<file path="src/rtl/branch_predictor_pkg.sv">
// ----------------------------------------------------------------------------
// branch_predictor_pkg
// Shared types for the fetch-side branch direction predictor.
//   ctr_t   : 2-bit saturating counter (SNT/WNT/WT/ST encodings)
//   state_t : predictor FSM state (table initialisation vs. normal running)
// ----------------------------------------------------------------------------
package branch_predictor_pkg;

    typedef logic [1:0] ctr_t;

    localparam ctr_t CTR_SNT = 2'b00;
    localparam ctr_t CTR_WNT = 2'b01;
    localparam ctr_t CTR_WT  = 2'b10;
    localparam ctr_t CTR_ST  = 2'b11;

    typedef enum logic {
        ST_INIT = 1'b0,
        ST_RUN  = 1'b1
    } state_t;

endpackage

</file>
<file path="src/rtl/branch_predictor_sat_ctr2.sv">
// ----------------------------------------------------------------------------
// sat_ctr2
// Next-state function of one 2-bit saturating direction counter.
// Ports:
//   i_ctr   : current counter value
//   i_taken : resolved branch direction
//   o_ctr   : counter value after one training step
// ----------------------------------------------------------------------------
module sat_ctr2
    import branch_predictor_pkg::*;
(
    input  ctr_t i_ctr,
    input  logic i_taken,
    output ctr_t o_ctr
);

    // Step one position towards the resolved direction, sticking at both ends.
    always_comb begin
        o_ctr = i_ctr;
        case (i_ctr)
            CTR_SNT: o_ctr = i_taken ? CTR_WNT : CTR_SNT;
            CTR_WNT: o_ctr = i_taken ? CTR_WT  : CTR_SNT;
            CTR_WT:  o_ctr = i_taken ? CTR_ST  : CTR_WNT;
            default: o_ctr = i_taken ? CTR_ST  : CTR_WT;
        endcase
    end

endmodule

</file>
<file path="src/rtl/branch_predictor.sv">
// ----------------------------------------------------------------------------
// branch_predictor
// Table of 2-bit saturating counters indexed by pc[IDX_W+1:2]. Fetch lookups
// are answered one cycle later; execute-stage resolutions train the table,
// flag mispredictions and drive two saturating performance counters.
// Ports:
//   i_clk, i_rst            : clock, synchronous active-high reset
//   i_stall                 : holds the lookup output registers
//   i_lk_valid, i_lk_pc     : fetch lookup request
//   o_pred_valid/_taken     : registered lookup response
//   i_upd_valid/_pc/_taken  : resolved branch
//   i_upd_pred              : prediction that was used for that branch
//   o_mispredict            : registered misprediction flag
//   o_ready                 : table initialised, updates accepted
//   i_cnt_clr               : clears both performance counters
//   o_branch_count          : resolved branches since reset/clear
//   o_mispredict_count      : mispredicted branches since reset/clear
// ----------------------------------------------------------------------------
module branch_predictor
    import branch_predictor_pkg::*;
#(
    parameter int   IDX_W    = 6,
    parameter ctr_t INIT_CTR = 2'b01
) (
    input  logic        i_clk,
    input  logic        i_rst,
    input  logic        i_stall,
    input  logic        i_lk_valid,
    input  logic [31:0] i_lk_pc,
    output logic        o_pred_valid,
    output logic        o_pred_taken,
    input  logic        i_upd_valid,
    input  logic [31:0] i_upd_pc,
    input  logic        i_upd_taken,
    input  logic        i_upd_pred,
    output logic        o_mispredict,
    output logic        o_ready,
    input  logic        i_cnt_clr,
    output logic [31:0] o_branch_count,
    output logic [31:0] o_mispredict_count
);

    localparam int ENTRIES = 2 ** IDX_W;

    state_t             r_state;
    state_t             w_state_next;
    logic [IDX_W-1:0]   r_init_idx;
    ctr_t               r_table [ENTRIES];

    logic               r_pred_valid;
    logic               r_pred_taken;
    logic               r_mispredict;
    logic [31:0]        r_branch_count;
    logic [31:0]        r_mispredict_count;

    logic [IDX_W-1:0]   w_lk_idx;
    logic [IDX_W-1:0]   w_upd_idx;
    logic               w_upd_accept;
    logic               w_upd_miss;
    ctr_t               w_upd_ctr_next;
    ctr_t               w_lk_ctr;
    logic               w_wr_en;
    logic [IDX_W-1:0]   w_wr_idx;
    ctr_t               w_wr_data;
    logic               w_unused;

    assign w_lk_idx     = i_lk_pc[IDX_W+1:2];
    assign w_upd_idx    = i_upd_pc[IDX_W+1:2];
    assign w_upd_accept = i_upd_valid && (r_state == ST_RUN);
    assign w_upd_miss   = i_upd_taken ^ i_upd_pred;

    assign w_unused = ^{i_lk_pc[31:IDX_W+2], i_lk_pc[1:0],
                        i_upd_pc[31:IDX_W+2], i_upd_pc[1:0]};

    sat_ctr2 u_upd_ctr (
        .i_ctr   (r_table[w_upd_idx]),
        .i_taken (i_upd_taken),
        .o_ctr   (w_upd_ctr_next)
    );

    // Write-first bypass: a lookup hitting the entry being trained this
    // cycle must see the trained value, not the stale table contents.
    assign w_lk_ctr = (w_upd_accept && (w_upd_idx == w_lk_idx))
                      ? w_upd_ctr_next : r_table[w_lk_idx];

    // Single table write port: the init sweep owns it until RUN, then the
    // execute-stage update does.
    always_comb begin
        w_wr_en   = 1'b0;
        w_wr_idx  = w_upd_idx;
        w_wr_data = w_upd_ctr_next;
        if (r_state == ST_INIT) begin
            w_wr_en   = 1'b1;
            w_wr_idx  = r_init_idx;
            w_wr_data = INIT_CTR;
        end else if (w_upd_accept) begin
            w_wr_en   = 1'b1;
        end
    end

    always_ff @(posedge i_clk) begin
        if (!i_rst && w_wr_en) begin
            r_table[w_wr_idx] <= w_wr_data;
        end
    end

    // INIT leaves for RUN on the cycle that writes the last entry.
    always_comb begin
        w_state_next = r_state;
        case (r_state)
            ST_INIT: if (r_init_idx == IDX_W'(ENTRIES - 1)) w_state_next = ST_RUN;
            default: w_state_next = ST_RUN;
        endcase
    end

    always_ff @(posedge i_clk) begin
        if (i_rst) begin
            r_state    <= ST_INIT;
            r_init_idx <= '0;
        end else begin
            r_state <= w_state_next;
            if (r_state == ST_INIT) begin
                r_init_idx <= r_init_idx + 1'b1;
            end
        end
    end

    // Lookup response; during INIT the table is not yet valid so the
    // prediction is forced not-taken.
    always_ff @(posedge i_clk) begin
        if (i_rst) begin
            r_pred_valid <= 1'b0;
            r_pred_taken <= 1'b0;
        end else if (!i_stall) begin
            r_pred_valid <= i_lk_valid;
            r_pred_taken <= i_lk_valid && (r_state == ST_RUN) && w_lk_ctr[1];
        end
    end

    // Misprediction flag and saturating counters; a clear beats a
    // coincident update for counting purposes only.
    always_ff @(posedge i_clk) begin
        if (i_rst) begin
            r_mispredict       <= 1'b0;
            r_branch_count     <= '0;
            r_mispredict_count <= '0;
        end else begin
            r_mispredict <= w_upd_accept && w_upd_miss;
            if (i_cnt_clr) begin
                r_branch_count     <= '0;
                r_mispredict_count <= '0;
            end else if (w_upd_accept) begin
                if (r_branch_count != 32'hFFFF_FFFF) begin
                    r_branch_count <= r_branch_count + 32'd1;
                end
                if (w_upd_miss && (r_mispredict_count != 32'hFFFF_FFFF)) begin
                    r_mispredict_count <= r_mispredict_count + 32'd1;
                end
            end
        end
    end

    assign o_pred_valid       = r_pred_valid;
    assign o_pred_taken       = r_pred_taken;
    assign o_mispredict       = r_mispredict;
    assign o_ready            = (r_state == ST_RUN);
    assign o_branch_count     = r_branch_count;
    assign o_mispredict_count = r_mispredict_count;

endmodule

</file>
<file path="config.mk">
export PLATFORM = sky130hd
export DESIGN_NAME = branch_predictor
export DESIGN_NICKNAME = d
export VERILOG_FILES = /design/src/rtl/branch_predictor_pkg.sv /design/src/rtl/branch_predictor_sat_ctr2.sv /design/src/rtl/branch_predictor.sv
export SDC_FILE = /design/constraint.sdc
export NUM_CORES = 1
export LEC_CHECK = 0
export ABC_AREA = 1
export CORE_ASPECT_RATIO = 1.25
export CORE_UTILIZATION = 40
export CTS_CLUSTER_DIAMETER = 50
export DETAILED_ROUTE_END_ITERATION = 12
export DONT_BUFFER_PORTS = 1
export SYNTH_ARGS = -nofsm -noshare
export SYNTH_HDL_FRONTEND = slang
export SYNTH_SLANG_ARGS = --single-unit
</file>
<file path="constraint.sdc">
create_clock -name i_clk -period 4.5 [get_ports i_clk]
set_input_delay 0.9 -clock i_clk [delete_from_list [all_inputs] [get_ports i_clk]]
set_output_delay 0.9 -clock i_clk [all_outputs]
set_load 0.01 [all_outputs]
</file>
==> results by group <==
Outcome
  • Outcome: completed

Synthesis
  • Post-synth EDFFs: 128
  • Synthesis Warnings: 0
  • Share of the synthesized area in the top cell type: 0.369
  • Mapped Cells: 1,308
  • Cell variety after synth: 41
  • Synth cell count leaders: nand2_1, nand3_1, nor2_1
  • Top post-synthesis cells by area: edfxtp_1, dfxtp_1, nand2_1
  • Count leader, synth: nand2_1
  • Syn Area/Cell: 7.97 um^2
  • Mapped Nets: 1,383
  • Post-Syn Area: 10,400 um^2
  • Yosys top cell by area: edfxtp_1
  • Post-synth ARST share: 0
  • Main synth FF type: edfxtp_1
  • Flip-flop and latch count after synthesis: 202
  • Register area share after synthesis: 0.511

Worst setup path
  • Worst EP arrival: a little over 3000 ps
  • CP max stage delay: 510 ps
  • Worst-path maximum fanout: 39
  • Slowest CP cell: inv_1
  • WP buf/inv: 3
  • CP Data Required Time: 4780 ps
  • Critical path class: in2reg
  • Top Family by Delay on Critical Path: buffers and inverters
  • Worst setup SP type: primary input
  • Most used cell, CP: nand3_1
  • CP endpoint kind: flip-flop
  • CP Cell Sequence: inv_1 > buf_4 > nand3_1 > nand3_1 > nand2_1 > nand2_1 > nand3_1 > nand3_1 > nand2_1 > o211ai_1 > buf_4

Timing
  • Max-slew violation count: 0
  • Final cycle utilization of the critical path: 0.618
  • Minimum clock period: 2780 ps
  • Setup TNS: 0 ps
  • Max-slew headroom: 0.205
  • Fmax achieved: around 0.36 GHz
  • RSZ-0062 raised after global routing: false
  • Worst-Margin Slew: 1190 ps
  • Final Skew: 17.9 ps
  • Final WS setup: 1720 ps
  • Final setup viols: 0
  • Count of final hold-check violations: 0

Drt
  • Detailed-route via count: 8,879
  • DR WL/cell: approximately 18 um
  • Final ANT Viol Nets: 0
  • Vias per cell: 5.40
  • Residual DRC count: 0
  • Drt first pass iters: 5
  • Initial DRC count: 518
  • Routed Wire Length: 28.8 mm

Global route
  • Total track usage: 0.216
  • Number of global-route vias before repair: 8,721
  • Initial antenna violation count: 0
  • Largest net degree at the start of global routing: 75
  • Grt ovf: 0
  • Global-route wire length before repair: 45.3 mm

Finish
  • Diode count: 0
  • Register area: between 5000 and 6000 um^2
  • Final nets: 1,367
  • Area grow syn2layout: 9.47%
  • Post-Layout Cell Count: approximately 1.6k
  • Layout cells sized above 1: 0.0519
  • Multi-input logic area: around 4400 um^2
  • Fillers: between 2k and 3k

Clock network
  • CTS Sinks: 202
  • CTS buffer count: 25
  • Clk_lat worst skew: about 520 ps
  • CTS Hold Buffers Added: 0
  • CTS clk-pin slew, worst paths: 60 ps
  • TritonCTS clock tree: built
  • Max clock buf depth: 3
  • CTS resizes: 0
  • CTS root buf: clkbuf_16
  • Maximum level of the CTS H-tree: 1
  • Number of setup buffers added after CTS: 0

Floorplanning
  • I/O Pins: 140
  • Row count: 65
  • Initial Util: 0.409
  • Die Ht: 182 um
  • Die Wd: between 100 and 150 um
  • Core ar.: ~25,000 um^2
  • Die area: between 20,000 and 30,000 um^2

Flow run
  • Max cap viols: 0

Placed design
  • GPL Wtd Cong: 0.893
  • Dpl ws: roughly 1200 ps
  • # placed instances: 1,600
  • PortBufs: 0
  • HPWL after DPL: 18.8 mm

Pwr
  • Leakage power total: 4.13 nW
  • Power density cells: roughly 350 nW/um^2
  • Max VDD drop: just over 300 uV

Hold path
  • Type of the worst min-delay path: in2reg
[report_power, final]
part | leakage (nW) | internal (mW) | total (mW) | switching [mW]
Clock | 0.379 | 1.07 | 1.85 | 0.780
Sequential | 1.82 | 1.95 | 1.96 | 0.00365
Combinational | 1.93 | 0.0559 | 0.180 | 0.124
Total | 4.13 | 3.08 | 3.99 | 0.907
[area by class of cell]
cell class	count	share of cell area
timing repair buffer	9	0.00592
tap	335	0.0367
inverter	105	0.0348
clock buffer	33	0.0594
sequential	202	0.467
multi-input combinational	949	0.389
clock inverter	11	0.00702
[kinds of logic (layout without fill, tap and decap cells)]
family | count (synthesis) | in the layout | share of synthesized area
xor+xnor | 37 | 37 | 0.0311
flops | 202 | 202 | 0.511
compound gates | 131 | 131 | 0.0665
simple gates | 778 | 778 | 0.324
fa+ha+maj | 3 | 3 | 0.00360
buf+inv | 157 | 158 | 0.0639
[worst paths after layout]
path	startpoint	endpoint	slack, ps	cells past startpoint
max reg2reg	o_ready$_SDFF_PP0_	r_table[29][1]$_DFFE_PP_	1730	4
max	i_upd_pc[3]	r_table[46][0]$_DFFE_PP_	1720	11
min reg2reg	o_pred_taken$_SDFFE_PP0N_	o_pred_taken$_SDFFE_PP0N_	500	2
min	i_rst	o_mispredict$_SDFF_PP0_	450	1
[metrics by stage]
stage | power (mW) | cell area (um^2) | hold WS, ps | utilization
floorplan | 2.15 | 10400 | 449 | -
global placement | 2.17 | 10600 | 481 | 0.418
detailed placement | 2.18 | 10600 | 488 | 0.418
CTS | 4.03 | 11400 | 426 | 0.448
global route | 4.12 | 11400 | 429 | 0.448
finish | 3.99 | 11400 | 448 | 0.448
[sequential cells by signal, summed over array words and instances (netlist names)]
name                flops
r_table               128
o_branch_count         32
o_mispredict_count     32
r_init_idx              6
o_mispredict            1
o_pred_taken            1
o_pred_valid            1
o_ready                 1
[per-layer routing]
layer  vias up  wire, um  share of wire  global-route usage
met3        63      2460          0.085              0.0538
met1      4151     11400           0.40               0.249
li1       4360         -              -                   -
met4         0       810          0.028              0.0746
met5         -         0              0                   0
met2       305     14100           0.49               0.386
[cells in the final DEF, fill, tap and decap left out, types with 3 or more instances in the layout]
master / count
a211oi_1: 3
a21oi_1: 69
buf_4: 9
clkbuf_1: 4
clkbuf_16: 25
clkinv_1: 3
clkinv_2: 4
dfxtp_1: 74
edfxtp_1: 128
ha_1: 3
inv_1: 100
inv_6: 3
nand2_1: 364
nand2_2: 3
nand3_1: 164
nand3_2: 3
nand4_1: 24
nor2_1: 163
nor3_1: 34
nor4_1: 11
nor4_4: 3
o211ai_1: 3
o21a_1: 3
o21ai_0: 47
xnor2_1: 5
xor2_1: 32
Note: power is estimated with default switching activity, not from simulation.
